**config.mk**
```make
export PLATFORM = sky130hd
export DESIGN_NAME = seq_16by8_divider_flat
export DESIGN_NICKNAME = d
export VERILOG_FILES = /design/src/rtl/seq_16by8_divider_if.sv /design/src/rtl/seq_16by8_divider.sv /design/src/flat_wrapper.sv
export SDC_FILE = /design/constraint.sdc
export NUM_CORES = 1
export LEC_CHECK = 0
export CAP_MARGIN = 20
export CORE_MARGIN = 10
export CORE_UTILIZATION = 55
export CTS_CLUSTER_DIAMETER = 30
export DETAILED_ROUTE_END_ITERATION = 6
export GPL_ROUTABILITY_DRIVEN = 1
export PLACE_DENSITY = 0.83
export SLEW_MARGIN = 30
export SYNTH_ARGS = -nofsm -noshare
export SYNTH_HDL_FRONTEND = slang
export SYNTH_SLANG_ARGS = --single-unit
```
**constraint.sdc**
```tcl
create_clock -name clk -period 6.12 [get_ports clk]
set_input_delay 1.224 -clock clk [delete_from_list [all_inputs] [get_ports clk]]
set_output_delay 1.224 -clock clk [all_outputs]
set_load 0.05 [all_outputs]
```
**src/rtl/seq_16by8_divider_if.sv**
```systemverilog
// -----------------------------------------------------------------------------
// seq_16by8_divider_if
// Operand/result bundle for the sequential 2N-by-N divider.
//
// Handshake rules, which apply to both channels:
//   A transfer happens on a rising clock edge where valid and ready are both 1.
//   The producer holds valid and its data stable until that edge. The consumer
//   may raise or lower ready at any time. Ready never depends combinationally
//   on valid.
//
// Signals (the master is the client, the slave is the divider):
//   in_valid    - operands present               (master -> slave)
//   in_ready    - divider can take an operation  (slave  -> master)
//   dividend    - 2N-bit unsigned numerator      (master -> slave)
//   divisor     - N-bit unsigned denominator     (master -> slave)
//   out_valid   - result available, held         (slave  -> master)
//   out_ready   - client takes the result        (master -> slave)
//   quotient    - 2N-bit floor(dividend/divisor) (slave  -> master)
//   remainder   - N-bit dividend mod divisor     (slave  -> master)
//   div_by_zero - divisor was zero               (slave  -> master)
// -----------------------------------------------------------------------------
interface seq_16by8_divider_if #(
  parameter int N = 8
);
  logic             in_valid;
  logic             in_ready;
  logic [2*N-1:0]   dividend;
  logic [N-1:0]     divisor;
  logic             out_valid;
  logic             out_ready;
  logic [2*N-1:0]   quotient;
  logic [N-1:0]     remainder;
  logic             div_by_zero;

  modport master (
    output in_valid, dividend, divisor, out_ready,
    input  in_ready, out_valid, quotient, remainder, div_by_zero
  );

  modport slave (
    input  in_valid, dividend, divisor, out_ready,
    output in_ready, out_valid, quotient, remainder, div_by_zero
  );
endinterface

```
**src/rtl/seq_16by8_divider.sv**
```systemverilog
// -----------------------------------------------------------------------------
// seq_16by8_divider
// Restoring divider: a 2N-bit unsigned dividend divided by an N-bit unsigned
// divisor. It produces one quotient bit per clock, so a result takes 2N RUN
// cycles. A zero divisor skips RUN and returns quotient all ones, remainder
// dividend[N-1:0] and div_by_zero set.
//
// Ports:
//   clk         - clock; all state changes on the rising edge
//   rst         - asynchronous, active-high reset
//   bus         - slave side of seq_16by8_divider_if (operands and result)
//   o_dbg_state - current FSM state (0 IDLE, 1 RUN, 2 DONE)
// -----------------------------------------------------------------------------
module seq_16by8_divider #(
  parameter int N = 8
) (
  input  logic                  clk,
  input  logic                  rst,
  seq_16by8_divider_if.slave    bus,
  output logic [1:0]            o_dbg_state
);

  localparam int CW = $clog2(2*N);

  typedef enum logic [1:0] {
    IDLE = 2'd0,
    RUN  = 2'd1,
    DONE = 2'd2
  } state_t;

  state_t         r_state;
  state_t         w_state_next;

  // r_work starts as the dividend. Each RUN cycle shifts it left: its MSB
  // feeds the partial remainder and the new quotient bit enters at the LSB.
  // After 2N shifts it holds the quotient.
  logic [2*N-1:0] r_work;
  logic [N-1:0]   r_rem;
  logic [N-1:0]   r_divisor;
  logic [CW-1:0]  r_cnt;

  // Result registers. They change only when a new result is produced, so the
  // outputs stay stable through DONE and keep their values after the handshake.
  logic [2*N-1:0] r_quotient;
  logic [N-1:0]   r_remainder;
  logic           r_dbz;

  logic           w_accept;
  logic [N:0]     w_partial;
  logic           w_ge;
  logic [N-1:0]   w_diff;
  logic [N-1:0]   w_rem_next;
  logic [2*N-1:0] w_work_next;

  assign w_accept = (r_state == IDLE) && bus.in_valid;

  // The partial remainder is N+1 bits wide, so the shift cannot overflow.
  // The subtraction needs only N bits: it is used only when
  // partial >= divisor, and then the difference is below divisor.
  assign w_partial   = {r_rem, r_work[2*N-1]};
  assign w_ge        = (w_partial >= {1'b0, r_divisor});
  assign w_diff      = w_partial[N-1:0] - r_divisor;
  assign w_rem_next  = w_ge ? w_diff : w_partial[N-1:0];
  assign w_work_next = {r_work[2*N-2:0], w_ge};

  // FSM state register
  always_ff @(posedge clk or posedge rst) begin
    if (rst) begin
      r_state <= IDLE;
    end else begin
      r_state <= w_state_next;
    end
  end

  // FSM next state
  always_comb begin
    w_state_next = r_state;
    case (r_state)
      IDLE: begin
        if (bus.in_valid) begin
          w_state_next = (bus.divisor == '0) ? DONE : RUN;
        end
      end
      RUN: begin
        if (r_cnt == '0) begin
          w_state_next = DONE;
        end
      end
      DONE: begin
        if (bus.out_ready) begin
          w_state_next = IDLE;
        end
      end
      default: w_state_next = IDLE;
    endcase
  end

  // Datapath
  always_ff @(posedge clk or posedge rst) begin
    if (rst) begin
      r_work      <= '0;
      r_rem       <= '0;
      r_divisor   <= '0;
      r_cnt       <= '0;
      r_quotient  <= '0;
      r_remainder <= '0;
      r_dbz       <= 1'b0;
    end else if (w_accept) begin
      r_work    <= bus.dividend;
      r_divisor <= bus.divisor;
      r_rem     <= '0;
      r_cnt     <= CW'(2*N-1);
      if (bus.divisor == '0) begin
        r_quotient  <= '1;
        r_remainder <= bus.dividend[N-1:0];
        r_dbz       <= 1'b1;
      end
    end else if (r_state == RUN) begin
      r_work <= w_work_next;
      r_rem  <= w_rem_next;
      r_cnt  <= r_cnt - CW'(1);
      // The last RUN step publishes the result in the same edge as the move
      // to DONE.
      if (r_cnt == '0) begin
        r_quotient  <= w_work_next;
        r_remainder <= w_rem_next;
        r_dbz       <= 1'b0;
      end
    end
  end

  assign bus.in_ready    = (r_state == IDLE);
  assign bus.out_valid   = (r_state == DONE);
  assign bus.quotient    = r_quotient;
  assign bus.remainder   = r_remainder;
  assign bus.div_by_zero = r_dbz;
  assign o_dbg_state     = r_state;

endmodule
```
**src/flat_wrapper.sv**
```systemverilog
// flat-port wrapper written by rule: the top's interface ports become plain ports
module seq_16by8_divider_flat 
#(
  parameter int N = 8
)
  (clk, rst, o_dbg_state, bus_in_valid, bus_dividend, bus_divisor, bus_out_ready, bus_in_ready, bus_out_valid, bus_quotient, bus_remainder, bus_div_by_zero);
  seq_16by8_divider_if #(.N(N)) bus_i ();
  input  logic clk;
  input  logic rst;
  output logic [1:0] o_dbg_state;
  input wire logic [$bits(bus_i.in_valid)-1:0] bus_in_valid;
  input wire logic [$bits(bus_i.dividend)-1:0] bus_dividend;
  input wire logic [$bits(bus_i.divisor)-1:0] bus_divisor;
  input wire logic [$bits(bus_i.out_ready)-1:0] bus_out_ready;
  output wire logic [$bits(bus_i.in_ready)-1:0] bus_in_ready;
  output wire logic [$bits(bus_i.out_valid)-1:0] bus_out_valid;
  output wire logic [$bits(bus_i.quotient)-1:0] bus_quotient;
  output wire logic [$bits(bus_i.remainder)-1:0] bus_remainder;
  output wire logic [$bits(bus_i.div_by_zero)-1:0] bus_div_by_zero;
  assign bus_i.in_valid = bus_in_valid;
  assign bus_i.dividend = bus_dividend;
  assign bus_i.divisor = bus_divisor;
  assign bus_i.out_ready = bus_out_ready;
  assign bus_in_ready = bus_i.in_ready;
  assign bus_out_valid = bus_i.out_valid;
  assign bus_quotient = bus_i.quotient;
  assign bus_remainder = bus_i.remainder;
  assign bus_div_by_zero = bus_i.div_by_zero;
  seq_16by8_divider #(.N(N)) u_core (.clk(clk), .rst(rst), .bus(bus_i), .o_dbg_state(o_dbg_state));
endmodule
```
-- Word level (Yosys, flattened, before mapping)
Cells that the tools add are included.
- eq/ne operators: 6
- multiplexer cells: 24
- magnitude comparators: 1
- $add $sub $neg: 2
- reductions and logical operators: 8
- operator list (cell ; number):
    2-to-1 mux 16 bit ; 6
    2-to-1 mux 8 bit ; 7
    greater-or-equal comparator 9 x 8 -> 1 bit ; 1
    logical NOT 8 bit ; 1
    2-to-1 mux 2 bit ; 4
    2-to-1 mux 4 bit ; 2
    subtractor 8 bit ; 1
    inequality test 2 bit, second input constant ; 3
    case mux 2 bit (3 select lines) ; 1
    AND reduction 3 bit ; 2
    logical NOT 4 bit ; 1
    2-to-1 mux 1 bit ; 4
    nonzero test 2 bit ; 2
    subtractor 4 x 1 -> 4 bit, second input constant ; 1
    == test 2 x 1 -> 1 bit, second input constant ; 1
    == test 2 bit, second input constant ; 1
    logical NOT 2 bit ; 1
    inequality test 2 x 1 -> 1 bit, second input constant ; 1
    logical AND 1 bit ; 1
- register bits after elaboration: 63
- logic and storage cells: 49
- input bits: 28
- output and inout port bits: 29

-- Logic depth before layout (Yosys ltp)
- depth after elaboration: 5
- depth in mapped cells: 9
- gate-level depth less buffers: 9

-- Least setup slack after synthesis
No wires, ideal clock.
- kind: register to output
- from: register u_core.r_state[1] (netlist: u_core.o_dbg_state[1])
- to: output bus_out_valid
- data required time: 4896 ps
- buffers on the path: 0
- path slack: 3444 ps
- cell stages (with the launch flop): 2
- data arrival time: 1452 ps
- cells stage by stage: dfrtp_1 nor2b_1
- word-level cells in the longest chain between the ends: 1
- RTL lines (what ; line ; source):
    from (decl) ; seq_16by8_divider.sv:31 ; state_t r_state;
    from (signal assigned) ; seq_16by8_divider.sv:71 ; r_state <= w_state_next;
    == test 2 bit ; seq_16by8_divider.sv:133 ; assign bus.out_valid = (r_state == DONE);
    to (decl) ; flat_wrapper.sv:16 ; output wire logic [$bits(bus_i.out_valid)-1:0] bus_out_valid;
No other way between the ends.

-- Worst setup path after layout
- from: register u_core.r_state[1] (netlist: u_core.o_dbg_state[1])
- to: output bus_in_ready
- word-level cells in the longest chain between the ends: 1
- RTL lines (what ; line ; source):
    logical NOT 2 bit ; seq_16by8_divider.sv:132 ; assign bus.in_ready = (r_state == IDLE);
    to (decl) ; flat_wrapper.sv:15 ; output wire logic [$bits(bus_i.in_ready)-1:0] bus_in_ready;
No other way between the ends.

==> flow_summary.html <==
<table>
<tr><th>Metric</th><th>Value</th></tr>
<tr><th colspan="2">Timing</th></tr>
<tr><td>Final critical-path share of the clock period</td><td>50.30%</td></tr>
<tr><td>RSZ-0062 raised after global routing</td><td>no</td></tr>
<tr><td>Final worst setup slack</td><td>3.041 ns</td></tr>
<tr><td>Relative max-transition margin</td><td>49.90%</td></tr>
<tr><td>Worst Max-Slew Pin Slew</td><td>0.7515 ns</td></tr>
<tr><td>Shortest period the worst path allows</td><td>3.079 ns</td></tr>
<tr><td>Final Slew Violations</td><td>0</td></tr>
<tr><td>Worst-case hold slack</td><td>0.4735 ns</td></tr>
<tr><td>F_max</td><td>324.8 MHz</td></tr>
<tr><td>Final-report setup violation count</td><td>0</td></tr>
<tr><td>Skew final</td><td>0.009486 ns</td></tr>
<tr><td>Summed negative setup slack over all endpoints</td><td>0 ns</td></tr>
<tr><td>Final Hold Viols</td><td>0</td></tr>
<tr><th colspan="2">Route</th></tr>
<tr><td>First-pass DRT Iterations</td><td>4</td></tr>
<tr><td>Average detailed-routed wire length per instance</td><td>15.96 um</td></tr>
<tr><td>First DRT Iteration DRCs</td><td>187</td></tr>
<tr><td>Number of vias in the routed layout</td><td>2582</td></tr>
<tr><td>Drc violations</td><td>0</td></tr>
<tr><td>Number of antenna-violating nets in the routed design</td><td>0</td></tr>
<tr><td>Aggregate routed wire length</td><td>7.260 mm</td></tr>
<tr><td>Detail-routed via count per cell</td><td>5.675</td></tr>
<tr><th colspan="2">Clocking</th></tr>
<tr><td>CTS buffer count</td><td>9</td></tr>
<tr><td>Number of clock sinks</td><td>63</td></tr>
<tr><td>Maximum count of clock buffers along a single path</td><td>2</td></tr>
<tr><td>PostCTS Resize Cnt</td><td>0</td></tr>
<tr><td>Clock transition time at the flip-flop clock pins of the worst setup and hold paths</td><td>0.07 ns</td></tr>
<tr><td>Clock H-tree levels</td><td>3</td></tr>
<tr><td>Clock root cell</td><td>sky130_fd_sc_hd__clkbuf_8</td></tr>
<tr><td>Worst-skew pair later-pin latency</td><td>0.35 ns</td></tr>
<tr><td>CTS tree</td><td>yes</td></tr>
<tr><td>Hold-fix buffer count after cts</td><td>0</td></tr>
<tr><td>Post-CTS setup buffer count</td><td>0</td></tr>
<tr><th colspan="2">Worst setup path</th></tr>
<tr><td>Maximum fanout along the worst path</td><td>6</td></tr>
<tr><td>Worst path max stage delay</td><td>0.86 ns</td></tr>
<tr><td>Kind of cell adding the most delay to the critical path</td><td>buffers and inverters</td></tr>
<tr><td>Cell with the biggest individual delay on the critical path</td><td>sky130_fd_sc_hd__clkdlybuf4s50_1</td></tr>
<tr><td>CP Class</td><td>reg -&gt; out</td></tr>
<tr><td>Worst Setup Start Kind</td><td>register</td></tr>
<tr><td>Worst Path Buf+Inv</td><td>1</td></tr>
<tr><td>Arrival time of the worst setup path</td><td>1.85 ns</td></tr>
<tr><td>Cell chain of the critical path</td><td>nor2_1 -&gt; clkdlybuf4s50_1</td></tr>
<tr><td>Required time of the worst setup path</td><td>4.90 ns</td></tr>
<tr><td>Crit. End Element</td><td>primary output</td></tr>
<tr><th colspan="2">Finish</th></tr>
<tr><td>Layout Cells excl Fill</td><td>455</td></tr>
<tr><td>Most common library cell in the layout ignoring fill and taps</td><td>sky130_fd_sc_hd__nand2_1</td></tr>
<tr><td>Antenna diodes</td><td>0</td></tr>
<tr><td>Final net count</td><td>416</td></tr>
<tr><td>Area overhead of the layout relative to synthesis</td><td>26.48%</td></tr>
<tr><td>Layout cells sized above 1</td><td>9.399%</td></tr>
<tr><td>Most frequent cells in the layout</td><td>sky130_fd_sc_hd__nand2_1, sky130_fd_sc_hd__dfrtp_1, sky130_fd_sc_hd__clkdlybuf4s50_1</td></tr>
<tr><td>Final standard cell area without fillers</td><td>0.003915 mm^2</td></tr>
<tr><th colspan="2">Logic synthesis</th></tr>
<tr><td>Number of synthesized register bits</td><td>63</td></tr>
<tr><td>Top area cells in the synthesized netlist</td><td>sky130_fd_sc_hd__dfrtp_1, sky130_fd_sc_hd__nand2_1, sky130_fd_sc_hd__o21ai_0, sky130_fd_sc_hd__ha_1, sky130_fd_sc_hd__nor2_1</td></tr>
<tr><td>Distinct cell type count of the synthesized netlist</td><td>47</td></tr>
<tr><td>Count of synthesis-stage warnings from yosys</td><td>0</td></tr>
<tr><td>Mean cell area of the mapped netlist</td><td>9.554 um^2</td></tr>
<tr><td>Cell type with the largest total area after synthesis</td><td>sky130_fd_sc_hd__dfrtp_1</td></tr>
<tr><td>Asr flop ratio synth</td><td>100.0%</td></tr>
<tr><td>Number of enable-type register cells in the synthesized netlist</td><td>0</td></tr>
<tr><td>Synth top area share</td><td>50.93%</td></tr>
<tr><td>Part of the Yosys area used for sequential elements</td><td>50.93%</td></tr>
<tr><td>Most common flop cell mapped by yosys</td><td>sky130_fd_sc_hd__dfrtp_1</td></tr>
<tr><td>Cell area after synthesis</td><td>0.003095 mm^2</td></tr>
<tr><td>Synth Instances</td><td>324</td></tr>
<tr><td>Number of nets in the synthesized netlist</td><td>362</td></tr>
<tr><th colspan="2">Place</th></tr>
<tr><td>HPWL reported at the end of detailed placement</td><td>5.189 mm</td></tr>
<tr><td>Pre-CTS WS</td><td>2.743 ns</td></tr>
<tr><td>Final weighted congestion in routability-driven placement</td><td>0.8950</td></tr>
<tr><td>Port Buffers</td><td>56</td></tr>
<tr><td>Area after detailed placement</td><td>0.003704 mm^2</td></tr>
<tr><td>Placed cell count</td><td>439</td></tr>
<tr><th colspan="2">Global routing</th></tr>
<tr><td>Number of global-route vias before repair</td><td>2521</td></tr>
<tr><td>Total track usage</td><td>17.02%</td></tr>
<tr><td>Maximum number of pins on one net before global-route repair</td><td>64</td></tr>
<tr><td>Gr ovfl total</td><td>0</td></tr>
<tr><td>Wire length of the first global-routing pass</td><td>12.07 mm</td></tr>
<tr><td>Antenna violations before repair</td><td>0</td></tr>
<tr><th colspan="2">Flow run</th></tr>
<tr><td>Maximum capacitance violations</td><td>0</td></tr>
<tr><th colspan="2">Outcome</th></tr>
<tr><td>Status</td><td>complete, no violations</td></tr>
<tr><th colspan="2">Floorplan</th></tr>
<tr><td>Placement row count</td><td>27</td></tr>
<tr><td>Starting utilization of the core area</td><td>56.56%</td></tr>
<tr><td>Die Outline Area</td><td>0.009029 mm^2</td></tr>
<tr><td>Horizontal die dimension</td><td>95.02 um</td></tr>
<tr><td>I/O Pins</td><td>57</td></tr>
<tr><td>Total core area</td><td>0.005473 mm^2</td></tr>
<tr><td>Y dimension of the die</td><td>95.02 um</td></tr>
<tr><th colspan="2">Worst hold path</th></tr>
<tr><td>Worst min-delay path class</td><td>reg -&gt; reg</td></tr>
<tr><th colspan="2">Power</th></tr>
<tr><td>Largest voltage drop on the vdd net</td><td>0.3544 mV</td></tr>
<tr><td>LEAKAGE</td><td>1.757 nW</td></tr>
<tr><td>Cell area power density</td><td>657.4 mW/mm^2</td></tr>
</table>
-- where the power goes --
group	internal [mW]	leakage (nW)	total [mW]	switching [mW]
Sequential	0.627	0.749	0.769	0.142
Combinational	0.554	0.909	1.43	0.881
Clock	0.211	0.0988	0.369	0.158
Total	1.39	1.76	2.57	1.18
-- worst paths after layout --
kind	start	endpoint	slack, ns	cells after the start
worst min register to register	u_core.bus.quotient[5]	u_core.bus.quotient[5]	0.47	2
worst min-delay path	u_core.bus.quotient[5]	u_core.bus.quotient[5]	0.47	2
max in group asynchronous	rst	u_core.o_dbg_state[0]	4.21	3
min in group asynchronous	rst	u_core.r_work[3]	1.42	3
worst max register to register	u_core.r_rem[3]	u_core.bus.remainder[7]	3.87	7
worst max-delay path	u_core.o_dbg_state[1]	bus_in_ready	3.04	2
-- registers in the layout, summed over array words and instances, names as in the netlist --
name / count
u_core.bus.div_by_zero: 1
u_core.bus.quotient: 16
u_core.bus.remainder: 8
u_core.o_dbg_state: 2
u_core.r_cnt: 4
u_core.r_divisor: 8
u_core.r_rem: 8
u_core.r_work: 16
-- worst min-delay path: cells and delay by family, from the launching register on --
family           cells  cell delay (ns)
DFF                  1             0.35
and+or+nand+nor      2             0.10
-- kinds of logic (layout without fill, tap and decap cells) --
family / count (synthesis) / after routing / synth area share [%]
AND/OR/NAND/NOR: 118 / 118 / 17.74
buffers and inverters: 27 / 86 / 3.436
XOR/XNOR: 5 / 5 / 1.415
multiplexers: 6 / 6 / 2.304
adder cells (fa/ha/maj): 10 / 10 / 4.285
AO/OA/AOI/OAI: 95 / 95 / 19.89
flip-flops: 63 / 63 / 50.93
-- cells in the mapped netlist (3+ instances only) --
master and instances:
sky130_fd_sc_hd__a211oi_1 7, sky130_fd_sc_hd__a21oi_1 15, sky130_fd_sc_hd__a22oi_1 7, sky130_fd_sc_hd__a31oi_1 10, sky130_fd_sc_hd__clkbuf_1 13, sky130_fd_sc_hd__dfrtp_1 63
sky130_fd_sc_hd__ha_1 9, sky130_fd_sc_hd__inv_1 12, sky130_fd_sc_hd__mux2i_1 3, sky130_fd_sc_hd__nand2_1 65, sky130_fd_sc_hd__nand3_1 3, sky130_fd_sc_hd__nor2_1 23
sky130_fd_sc_hd__nor2b_1 3, sky130_fd_sc_hd__nor3_1 4, sky130_fd_sc_hd__o21a_1 3, sky130_fd_sc_hd__o21ai_0 31, sky130_fd_sc_hd__o21ai_1 3, sky130_fd_sc_hd__o22a_1 8
sky130_fd_sc_hd__xnor2_1 3
-- stage by stage --
step	util [%]	power, mW
after floorplan	-	1.810
after global placement	67.65	2.164
after detailed placement	67.67	2.203
after CTS	71.49	2.587
after global routing	71.54	2.774
final	71.54	2.574
-- cell type report --
| cell class | count | area, um^2 |
|---|---|---|
| inverter | 12 | 45.04 |
| multi-input combinational | 234 | 1419 |
| sequential | 63 | 1577 |
| clock inverter | 4 | 53.80 |
| fill | 423 | 1558 |
| tap | 72 | 90.09 |
| timing repair buffer | 58 | 575.6 |
| clock buffer | 12 | 155.1 |
-- metal layers --
layer / part of all wire (%) / GRT usage, % / routed length [um] / vias to the layer above
li1: - / - / - / 1245
met4: 1.4 / 7.107 / 101 / 0
met2: 47 / 25.51 / 3428 / 93
met5: 0 / 0 / 0 / -
met1: 43 / 21.72 / 3109 / 1234
met3: 8.6 / 6.363 / 621 / 10
(Power assumes the default switching activity.)
